### config.mk
export PLATFORM = sky130hd
export DESIGN_NAME = fifo_flags_flat
export DESIGN_NICKNAME = d
export VERILOG_FILES = /design/src/rtl/fifo_pkg.sv /design/src/rtl/fifo_flags_if.sv /design/src/rtl/fifo_mem.sv /design/src/rtl/fifo_flags.sv /design/src/flat_wrapper.sv
export SDC_FILE = /design/constraint.sdc
export NUM_CORES = 1
export LEC_CHECK = 0
export ABC_AREA = 0
export BUFFER_PORTS_ARGS = -buffer_cell sky130_fd_sc_hd__buf_4
export CAP_MARGIN = 10
export CORE_MARGIN = 2
export CORE_UTILIZATION = 50
export DETAILED_ROUTE_END_ITERATION = 12
export PLACE_DENSITY_LB_ADDON = 0.12
export RECOVER_POWER = 50
export SKIP_LAST_GASP = 1
export SLEW_MARGIN = 20
export SYNTH_ARGS = -nofsm -noshare
export SYNTH_HDL_FRONTEND = slang
export SYNTH_SLANG_ARGS = --single-unit
### constraint.sdc
create_clock -name i_clk -period 2.6 [get_ports i_clk]
set_clock_uncertainty 0.1 [all_clocks]
set_input_delay 0.26 -clock i_clk [delete_from_list [all_inputs] [get_ports i_clk]]
set_output_delay 0.26 -clock i_clk [all_outputs]
set_load 0.01 [all_outputs]
### src/rtl/fifo_pkg.sv
// Shared constants and helpers for the fifo_flags buffering block.
package fifo_pkg;

  localparam int DEF_BUF_WIDTH = 2;
  localparam int DEF_PTR_W     = DEF_BUF_WIDTH + 1;
  localparam int DEF_AF_LEVEL  = (2 ** DEF_BUF_WIDTH) - 1;
  localparam int DEF_AE_LEVEL  = 1;

  function automatic int clog2(input int value);
    int result;
    result = 0;
    for (int i = 0; i < 31; i++) begin
      if ((1 << i) < value) result = i + 1;
    end
    return result;
  endfunction

  // Pointers carry one extra wrap bit above the memory address.
  function automatic int ptr_width(input int buf_width);
    return buf_width + 1;
  endfunction

endpackage

### src/rtl/fifo_flags_if.sv
// Producer/consumer port bundle for fifo_flags.
// i_we / i_re are requests sampled on the rising edge. There is no ready.
// A write is taken unless the FIFO is full with no read accepted alongside it.
// A read is taken unless the FIFO is empty.
// Refused requests raise the sticky o_overflow / o_underflow flags.
interface fifo_flags_if #(
  parameter int WIDTH     = 8,
  parameter int BUF_WIDTH = 2
);
  logic                 i_we;
  logic                 i_re;
  logic [WIDTH-1:0]     i_fifo;
  logic                 i_clr_err;
  logic [WIDTH-1:0]     o_fifo;
  logic [BUF_WIDTH:0]   o_count;
  logic                 o_empty;
  logic                 o_full;
  logic                 o_almost_empty;
  logic                 o_almost_full;
  logic                 o_overflow;
  logic                 o_underflow;

  modport master (
    output i_we, i_re, i_fifo, i_clr_err,
    input  o_fifo, o_count, o_empty, o_full, o_almost_empty, o_almost_full,
           o_overflow, o_underflow
  );

  modport slave (
    input  i_we, i_re, i_fifo, i_clr_err,
    output o_fifo, o_count, o_empty, o_full, o_almost_empty, o_almost_full,
           o_overflow, o_underflow
  );
endinterface

### src/rtl/fifo_mem.sv
// Simple dual-port register array. The read port is registered by default.
// It becomes combinational when FIFO_FWFT_EN is defined.
module fifo_mem
  import fifo_pkg::*;
#(
  parameter int WIDTH = 8,
  parameter int DEPTH = 4,
  parameter int AW    = clog2(DEPTH)
) (
  input  logic             clk,
  input  logic             rst_n,
  input  logic             we,
  input  logic [AW-1:0]    waddr,
  input  logic [WIDTH-1:0] wdata,
  input  logic             re,
  input  logic [AW-1:0]    raddr,
  output logic [WIDTH-1:0] rdata
);

  logic [WIDTH-1:0] mem [DEPTH];

  // Storage is deliberately left out of reset.
  always_ff @(posedge clk) begin
    if (we) mem[waddr] <= wdata;
  end

`ifdef FIFO_FWFT_EN
  logic unused_rd_ctrl;
  assign unused_rd_ctrl = &{1'b0, rst_n, re};
  assign rdata = mem[raddr];
`else
  always_ff @(posedge clk or negedge rst_n) begin
    if (!rst_n)  rdata <= '0;
    else if (re) rdata <= mem[raddr];
  end
`endif

endmodule

### src/rtl/fifo_flags.sv
// Parametrised synchronous FIFO with fill count, thresholds and sticky error flags.
// The optional macro FIFO_FWFT_EN selects first-word fall-through read data.
module fifo_flags
  import fifo_pkg::*;
#(
  parameter int WIDTH     = 8,
  parameter int BUF_WIDTH = DEF_BUF_WIDTH,
  parameter int AF_LEVEL  = (2 ** BUF_WIDTH) - 1,
  parameter int AE_LEVEL  = DEF_AE_LEVEL
) (
  input logic          i_clk,
  input logic          i_rst_n,
  fifo_flags_if.slave  bus
);

  localparam int PTR_W = ptr_width(BUF_WIDTH);
  localparam int DEPTH = 2 ** BUF_WIDTH;
  localparam logic [PTR_W-1:0] DEPTH_C = PTR_W'(DEPTH);
  localparam logic [PTR_W-1:0] AF_C    = PTR_W'(AF_LEVEL);
  localparam logic [PTR_W-1:0] AE_C    = PTR_W'(AE_LEVEL);

  logic [PTR_W-1:0] wr_ptr, rd_ptr, count_q;
  logic [PTR_W-1:0] wr_ptr_nxt, rd_ptr_nxt, count_nxt;
  logic             empty_q, full_q, almost_empty_q, almost_full_q;
  logic             overflow_q, underflow_q;
  logic             rd_ok, wr_ok;

  always_comb begin
    rd_ok      = bus.i_re & ~empty_q;
    // A write into a full FIFO only fits if a word leaves on the same edge.
    wr_ok      = bus.i_we & (~full_q | rd_ok);
    wr_ptr_nxt = wr_ptr + PTR_W'(wr_ok);
    rd_ptr_nxt = rd_ptr + PTR_W'(rd_ok);
    count_nxt  = wr_ptr_nxt - rd_ptr_nxt;
  end

  always_ff @(posedge i_clk or negedge i_rst_n) begin
    if (!i_rst_n) begin
      wr_ptr         <= '0;
      rd_ptr         <= '0;
      count_q        <= '0;
      empty_q        <= 1'b1;
      full_q         <= 1'b0;
      almost_empty_q <= 1'b1;
      almost_full_q  <= 1'b0;
      overflow_q     <= 1'b0;
      underflow_q    <= 1'b0;
    end else begin
      wr_ptr         <= wr_ptr_nxt;
      rd_ptr         <= rd_ptr_nxt;
      count_q        <= count_nxt;
      empty_q        <= (count_nxt == '0);
      full_q         <= (count_nxt == DEPTH_C);
      almost_empty_q <= (count_nxt <= AE_C);
      almost_full_q  <= (count_nxt >= AF_C);
      // A new error on the same edge as a clear keeps the flag set.
      overflow_q     <= (bus.i_we & ~wr_ok) | (overflow_q  & ~bus.i_clr_err);
      underflow_q    <= (bus.i_re & ~rd_ok) | (underflow_q & ~bus.i_clr_err);
    end
  end

  fifo_mem #(
    .WIDTH (WIDTH),
    .DEPTH (DEPTH),
    .AW    (BUF_WIDTH)
  ) u_mem (
    .clk   (i_clk),
    .rst_n (i_rst_n),
    .we    (wr_ok),
    .waddr (wr_ptr[BUF_WIDTH-1:0]),
    .wdata (bus.i_fifo),
    .re    (rd_ok),
    .raddr (rd_ptr[BUF_WIDTH-1:0]),
    .rdata (bus.o_fifo)
  );

  assign bus.o_count        = count_q;
  assign bus.o_empty        = empty_q;
  assign bus.o_full         = full_q;
  assign bus.o_almost_empty = almost_empty_q;
  assign bus.o_almost_full  = almost_full_q;
  assign bus.o_overflow     = overflow_q;
  assign bus.o_underflow    = underflow_q;

endmodule

### src/flat_wrapper.sv
// flat-port wrapper written by rule: the top's interface ports become plain ports
module fifo_flags_flat import fifo_pkg::*;
#(
  parameter int WIDTH     = 8,
  parameter int BUF_WIDTH = DEF_BUF_WIDTH,
  parameter int AF_LEVEL  = (2 ** BUF_WIDTH) - 1,
  parameter int AE_LEVEL  = DEF_AE_LEVEL
)
  (i_clk, i_rst_n, bus_i_we, bus_i_re, bus_i_fifo, bus_i_clr_err, bus_o_fifo, bus_o_count, bus_o_empty, bus_o_full, bus_o_almost_empty, bus_o_almost_full, bus_o_overflow, bus_o_underflow);
  fifo_flags_if #(.WIDTH(WIDTH), .BUF_WIDTH(BUF_WIDTH)) bus_i ();
  input logic i_clk;
  input logic i_rst_n;
  input wire logic [$bits(bus_i.i_we)-1:0] bus_i_we;
  input wire logic [$bits(bus_i.i_re)-1:0] bus_i_re;
  input wire logic [$bits(bus_i.i_fifo)-1:0] bus_i_fifo;
  input wire logic [$bits(bus_i.i_clr_err)-1:0] bus_i_clr_err;
  output wire logic [$bits(bus_i.o_fifo)-1:0] bus_o_fifo;
  output wire logic [$bits(bus_i.o_count)-1:0] bus_o_count;
  output wire logic [$bits(bus_i.o_empty)-1:0] bus_o_empty;
  output wire logic [$bits(bus_i.o_full)-1:0] bus_o_full;
  output wire logic [$bits(bus_i.o_almost_empty)-1:0] bus_o_almost_empty;
  output wire logic [$bits(bus_i.o_almost_full)-1:0] bus_o_almost_full;
  output wire logic [$bits(bus_i.o_overflow)-1:0] bus_o_overflow;
  output wire logic [$bits(bus_i.o_underflow)-1:0] bus_o_underflow;
  assign bus_i.i_we = bus_i_we;
  assign bus_i.i_re = bus_i_re;
  assign bus_i.i_fifo = bus_i_fifo;
  assign bus_i.i_clr_err = bus_i_clr_err;
  assign bus_o_fifo = bus_i.o_fifo;
  assign bus_o_count = bus_i.o_count;
  assign bus_o_empty = bus_i.o_empty;
  assign bus_o_full = bus_i.o_full;
  assign bus_o_almost_empty = bus_i.o_almost_empty;
  assign bus_o_almost_full = bus_i.o_almost_full;
  assign bus_o_overflow = bus_i.o_overflow;
  assign bus_o_underflow = bus_i.o_underflow;
  fifo_flags #(.WIDTH(WIDTH), .BUF_WIDTH(BUF_WIDTH), .AF_LEVEL(AF_LEVEL), .AE_LEVEL(AE_LEVEL)) u_core (.i_clk(i_clk), .i_rst_n(i_rst_n), .bus(bus_i));
endmodule
==> results of run 1 <==
cell type report:
cell class                      count  area [sq um]
Clock buffer                        5         68.82
Clock inverter                      2         8.758
Fill cell                         308          1541
Inverter                           10         37.54
Multi-Input combinational cell     55         514.2
Sequential cell                    55          1539
Tap cell                           50         62.56
Timing Repair Buffer               38         227.7
cell families after synthesis:
group                    Yosys count  synth area share
AO/OA/AOI/OAI                      4           0.01147
XOR/XNOR                           3           0.02294
adder cells (fa/ha/maj)            6           0.03983
buffers and inverters             13           0.02474
flip-flops                        55            0.7423
multiplexers                       8           0.08690
AND/OR/NAND/NOR                   34           0.07182
sequential cells by signal, summed over array words and instances (netlist names):
name and count:
u_core.bus.o_count 3, u_core.wr_ptr 3, u_core.u_mem.rdata 8, u_core.rd_ptr 3
u_core.bus.o_overflow 1, u_core.bus.o_underflow 1, u_core.bus.o_full 1, u_core.u_mem.mem 32
u_core.bus.o_empty 1, u_core.bus.o_almost_full 1, u_core.bus.o_almost_empty 1
stage by stage:
| stage | instance area [sq um] | utilization |
|---|---|---|
| 2_1_floorplan | 2076 | - |
| 3_3_place_gp | 2400 | 0.5999 |
| 3_5_place_dp | 2400 | 0.5999 |
| 4_1_cts | 2487 | 0.6218 |
| 5_1_grt | 2459 | 0.6146 |
| 6_report | 2459 | 0.6146 |
Yosys cell counts:
master,count
nor3_1,2
inv_2,1
dfrtp_1,21
xor2_1,1
inv_1,9
nand3_1,1
ha_1,5
fa_1,1
o21ai_2,1
and2_1,1
dfstp_2,2
mux4_2,8
and3_1,2
nor3b_1,2
o21ai_0,3
xnor3_1,1
clkbuf_1,1
nand2_1,25
edfxtp_1,32
buf_2,2
nand2b_1,1
xor2_2,1
power groups by stage:
stage,sequential [W],clock [W],combinational [W]
after global placement,0.00133,0,0.00113
after detailed placement,0.00134,0,0.00115
after global routing,0.00136,0.000480,0.00129
final,0.00133,0.000425,0.00114
after floorplan,0.00138,0,0.000682
after CTS,0.00132,0.000445,0.00115
path summary, 6_finish.rpt:
check / from / endpoint / slack [ps] / depth (start not counted)
min reg2reg: u_core.rd_ptr[2] / u_core.rd_ptr[2] / 370 / 1
min in group asynchronous: i_rst_n / u_core.bus.o_count[2] / 660 / 2
min: bus_i_clr_err / u_core.bus.o_overflow / 60 / 2
max reg2reg: u_core.bus.o_empty / u_core.bus.o_empty / 140 / 10
max: u_core.bus.o_empty / u_core.bus.o_empty / 140 / 10
max in group asynchronous: i_rst_n / u_core.u_mem.rdata[2] / 1000 / 2
routing by layer:
metal  vias up  global-route usage  share of wire
li1        517                   -              -
met5         -                   0              0
met4         0             0.06000         0.0091
met3         4             0.04770          0.054
met1       534              0.2166           0.42
met2        27              0.2825           0.52
repair_timing:
| action | in CTS | in global routing |
|---|---|---|
| hold endpoints to repair | 21 | 0 |
| buffers inserted | 0 | 0 |
| setup endpoints to repair | 0 | 5 |
| hold buffers | 1 | 0 |
| resized for setup | 0 | 6 |
==> flow_summary_export.csv, run 1 <==
group,metric,value,unit
pwr,p_sw,0.0009370,W
floorplan,pin_count,30,
logic_synthesis,avgSynthCellArea,16.86,sq um
floorplan,dieArea,0.004678,sq mm
route,vias_per_cell,5.033,
pwr,cellLeakagePower,1.007,nW
setup_path,cp_max_fo,5,
clock_network,insertion_delay,290,ps
timing,fin_crit_sh,0.9472,
logic_synthesis,yosysWarnings,0,
timing,maxSlewViolCount,0,
clock_network,cts_made_buffers,5,
final_layout,final_cell_mix,"edfxtp_1 (32), nand2_1 (25), buf_4 (21), dfrtp_1 (21), clkbuf_1 (16)",
timing,rsz0062_at_grt,"no",
global_route,antenna_found_initial,0,
clock_network,h-tree-depth,2,
logic_synthesis,yosysTopAreaCell,"edfxtp_1",
global_route,grt_pass1_wl,5430,microns
pwr,pwr-share-seq,0.458,
global_route,grt_pass1_vias,1119,
clock_network,cts_root_buf,"clkbuf_8",
final_layout,layout-drive-gt1-share,0.2788,
clock_network,clockBufferDepth,2,
placed_design,io_buffers,29,
pwr,ir_drop,0.5747,mV
route,first_pass_iters,4,
timing,fin_setup_tns,0,ps
final_layout,fin_nets,184,
timing,tightest_slew,1263,ps
clock_network,path_clk_slew,90,ps
setup_path,endpoint_kind,"flop",
job,maxCapViolCount,0,
floorplan,initial_utilization,0.5183,
floorplan,rows,23,
worst_hold_path,worstHoldPathType,"input port to flop",
logic_synthesis,synth.distinct_cells,22,
placed_design,gp_congestion,0.7690,
route,wl,3400,microns
setup_path,cp_num_buf_inv,3,
timing,max_slew_margin,0.1581,
clock_network,cts_tree,"done",
setup_path,critPathMaxStageDelay,550,ps
final_layout,areaGrowthSynthToFinish,18.59,%
timing,min_period,2463,ps
placed_design,post-place-cells,207,
floorplan,die_y,68.40,microns
route,avgRoutedWirePerCell,15.81,microns
pwr,p_int,0.001958,W
logic_synthesis,yosysSeqAreaShare,0.7423,
setup_path,worstPathCellList,"nand2b_4 -> inv_2 -> o21ai_2 -> inv_1 -> ha_2 -> inv_1 -> ha_1 -> fa_2 -> xnor3_2 -> and3_1",
pwr,p_total,0.002896,W
setup_path,crit_slowest_cell,"dfstp_2",
floorplan,coreArea,0.004000,sq mm
pwr,power_frac_comb,0.395,
timing,hold_viol,0,
logic_synthesis,synth_area_leaders,"edfxtp_1 (46%), dfrtp_1 (25%), mux4_2 (8.7%), nand2_1 (4.5%), ha_1 (3.0%)",
floorplan,dieWidth,68.40,microns
global_route,grt_usage,0.1709,
logic_synthesis,syn_area,0.002073,sq mm
setup_path,path_class,"flop to flop",
timing,timing.hold.ws,62.91,ps
logic_synthesis,syn_inst,123,
pwr,power_density,1178,mW/mm^2
setup_path,worstPathRequired,2730,ps
final_layout,final_common_cell,"edfxtp_1",
route,vias,1082,
setup_path,arrival,2600,ps
timing,timing.final.ws_setup,137.3,ps
placed_design,dpl.hpwl,2284,microns
global_route,grt_max_degree,24,
logic_synthesis,netlist.area_leader.share,0.4635,
placed_design,dp_slack,103.5,ps
outcome,status,"finished, final reports clean",
final_layout,fin_cells,215,
final_layout,diodes,0,
setup_path,cp_common_cell,"inv_1",
logic_synthesis,syn-num-nets,142,
global_route,grt_overflow,0,
timing,clock.fmax,0.4061,GHz
timing,finalSetupViolCount,0,
setup_path,crit_family,"adder cells",
pwr,sw_frac_of_total,0.3236,
clock_network,cts.sinks,55,
route,drt_iter0_markers,42,
setup_path,critPathLaunchType,"flop",
pwr,p_clk_frac,0.147,
route,antenna_left,0,
route,drc,0,
logic_synthesis,ys_ff_latch,55,
Note: power is estimated with default switching activity, not from simulation.
==> inputs of run 2 (changes only) <==
--- a/config.mk
+++ b/config.mk
@@ -6,6 +6,7 @@
 export NUM_CORES = 1
 export LEC_CHECK = 0
 export ABC_AREA = 0
+export ABC_CLOCK_PERIOD_IN_PS = 2600
 export BUFFER_PORTS_ARGS = -buffer_cell sky130_fd_sc_hd__buf_4
 export CAP_MARGIN = 10
 export CORE_MARGIN = 2
==> constraint.sdc (replaced) <==
create_clock -name i_clk -period 2.6 [get_ports i_clk]
set_clock_uncertainty 0.1 [all_clocks]
set_input_delay 0.65 -clock i_clk [delete_from_list [all_inputs] [get_ports i_clk]]
set_output_delay 0.65 -clock i_clk [all_outputs]
set_load 0.01 [all_outputs]
==> run 2 against run 1 <==
Against the previous run:
- clock power is 3% higher
- die area stayed put
- clock-buffer cell count is 2 higher
- fmax is 2.2% lower
- worst hold slack better by 320 ps
- core utilization is 0.50 points higher
- cell area is 0.81% higher
- first-iteration DRC count is 2.4% lower
- critical path depth stayed put
- critical path type unchanged
- largest cell class unchanged
==> flow_summary_export.csv, run 2 (synthesized netlist as in run 1, its figures left out) <==
group,metric,value,unit
setup_path,crit_slowest_cell,"dfstp_2",
timing,clock.fmax,0.3973,GHz
final_layout,final_common_cell,"edfxtp_1",
floorplan,initial_utilization,0.5183,
timing,min_period,2517,ps
global_route,grt_max_degree,24,
floorplan,coreArea,0.004000,sq mm
global_route,grt_pass1_vias,1101,
route,wl,3329,microns
setup_path,critPathLaunchType,"flop",
pwr,p_total,0.002982,W
clock_network,h-tree-depth,2,
job,maxCapViolCount,0,
final_layout,diodes,0,
floorplan,pin_count,30,
final_layout,largest_reg_flops,32,
timing,max_slew_margin,0.1937,
global_route,antenna_found_initial,0,
setup_path,crit_family,"adder cells",
pwr,pwr-share-seq,0.442,
setup_path,cp_max_fo,5,
final_layout,areaGrowthSynthToFinish,19.55,%
global_route,grt_overflow,0,
route,vias,1088,
setup_path,endpoint_kind,"flop",
pwr,ir_drop,0.6289,mV
floorplan,die_y,68.40,microns
worst_hold_path,worstHoldPathType,"flop to flop",
floorplan,dieWidth,68.40,microns
timing,tightest_slew,1209,ps
pwr,p_sw,0.0009464,W
clock_network,cts_made_buffers,5,
global_route,grt_usage,0.1704,
route,drt_iter0_markers,41,
placed_design,gp_congestion,0.7567,
pwr,sw_frac_of_total,0.3174,
final_layout,final_cell_mix,"edfxtp_1 (32), buf_4 (29), nand2_1 (25)",
route,vias_per_cell,5.037,
setup_path,path_class,"flop to flop",
clock_network,cts_root_buf,"clkbuf_8",
clock_network,clockBufferDepth,2,
setup_path,worstPathCellList,"nand2b_4 -> inv_4 -> o21ai_4 -> inv_1 -> ha_1 -> ha_1 -> inv_1 -> fa_1 -> xnor3_2 -> and3_1",
global_route,grt_pass1_wl,5285,microns
clock_network,cts_tree,"done",
final_layout,final_core_util,0.6196,
outcome,status,"finished, final reports clean",
placed_design,io_buffers,29,
final_layout,top_regs,"u_core.u_mem.mem: 32 flops, u_core.u_mem.rdata: 8 flops",
setup_path,arrival,2650,ps
clock_network,cts.sinks,55,
route,first_pass_iters,4,
timing,fin_crit_sh,0.9680,
setup_path,cp_num_buf_inv,3,
setup_path,critPathMaxStageDelay,560,ps
route,drc,0,
pwr,power_density,1203,mW/mm^2
timing,maxSlewViolCount,0,
final_layout,layout-drive-gt1-share,0.3072,
pwr,p_clk_frac,0.146,
clock_network,insertion_delay,300,ps
timing,finalSetupViolCount,0,
placed_design,dpl.hpwl,2344,microns
clock_network,path_clk_slew,80,ps
timing,hold_viol,0,
final_layout,fill_cells,306,
route,antenna_left,0,
final_layout,fin_nets,184,
pwr,p_int,0.002036,W
floorplan,rows,23,
setup_path,worstPathRequired,2740,ps
route,avgRoutedWirePerCell,15.41,microns
floorplan,dieArea,0.004678,sq mm
final_layout,regMostFlops,"u_core.u_mem.mem",
pwr,cellLeakagePower,1.038,nW
pwr,power_frac_comb,0.411,
## run 2: area by class of cell
| cell class | count | area (sq um) | area share |
|---|---|---|---|
| clock buffers | 7 | 76.32 | 0.03079 |
| clock inverters | 1 | 5.005 | 0.002019 |
| inverters | 10 | 40.04 | 0.01615 |
| multi-input cells | 55 | 504.2 | 0.2034 |
| flip-flops and latches | 55 | 1539 | 0.6209 |
| well taps | 50 | 62.56 | 0.02524 |
| repair buffers | 38 | 251.5 | 0.1015 |
## run 2: worst paths after layout
check | start | endpoint | slack [ps] | cells after the start
max in group asynchronous | i_rst_n | u_core.u_mem.rdata[6] | 1210 | 1
max | u_core.bus.o_empty | u_core.bus.o_empty | 80 | 10
min | u_core.u_mem.rdata[6] | u_core.u_mem.rdata[6] | 380 | 2
min reg2reg | u_core.u_mem.rdata[6] | u_core.u_mem.rdata[6] | 380 | 2
max reg2reg | u_core.bus.o_empty | u_core.bus.o_empty | 80 | 10
min in group asynchronous | i_rst_n | u_core.wr_ptr[0] | 470 | 1
## run 2: layer usage
layer,part of all wire,vias up,track usage
met5,0,-,0
met4,0.019,0,0.07500
met3,0.051,7,0.05428
met2,0.56,29,0.2993
met1,0.37,537,0.1875
li1,-,515,-
## run 2: stage by stage
stage	worst slack (ps)	instance area, sq um	setup TNS [ps]	instances	hold WS [ps]
2_1_floorplan	-7.324	2090	-13.40	123	254.4
3_3_place_gp	-76.29	2417	-296.1	208	360.1
3_5_place_dp	-117.0	2417	-469.1	208	368.8
4_1_cts	42.38	2499	0	216	123.9
5_1_grt	-37.97	2479	-121.8	216	420.4
6_report	83.10	2479	0	216	379.4
## run 2: worst min-delay path: stages, from the launching register on
cell     delay [ps]
dfrtp_1         350
nand2_1          50
nand2_1          60
## run 2: timing repair
action / in CTS / in global routing
hold buffers: 0 / 0
buffers inserted: 0 / 0
resized for setup: 0 / 4
endpoints found under the setup margin: 0 / 6
## run 2: power groups by stage
stage	logic (W)	clock network [W]	registers, W
after floorplan	0.000689	0	0.00138
after global placement	0.00117	0	0.00133
after detailed placement	0.00121	0	0.00134
after CTS	0.00121	0.000452	0.00132
after global routing	0.00139	0.000490	0.00134
final	0.00123	0.000437	0.00132
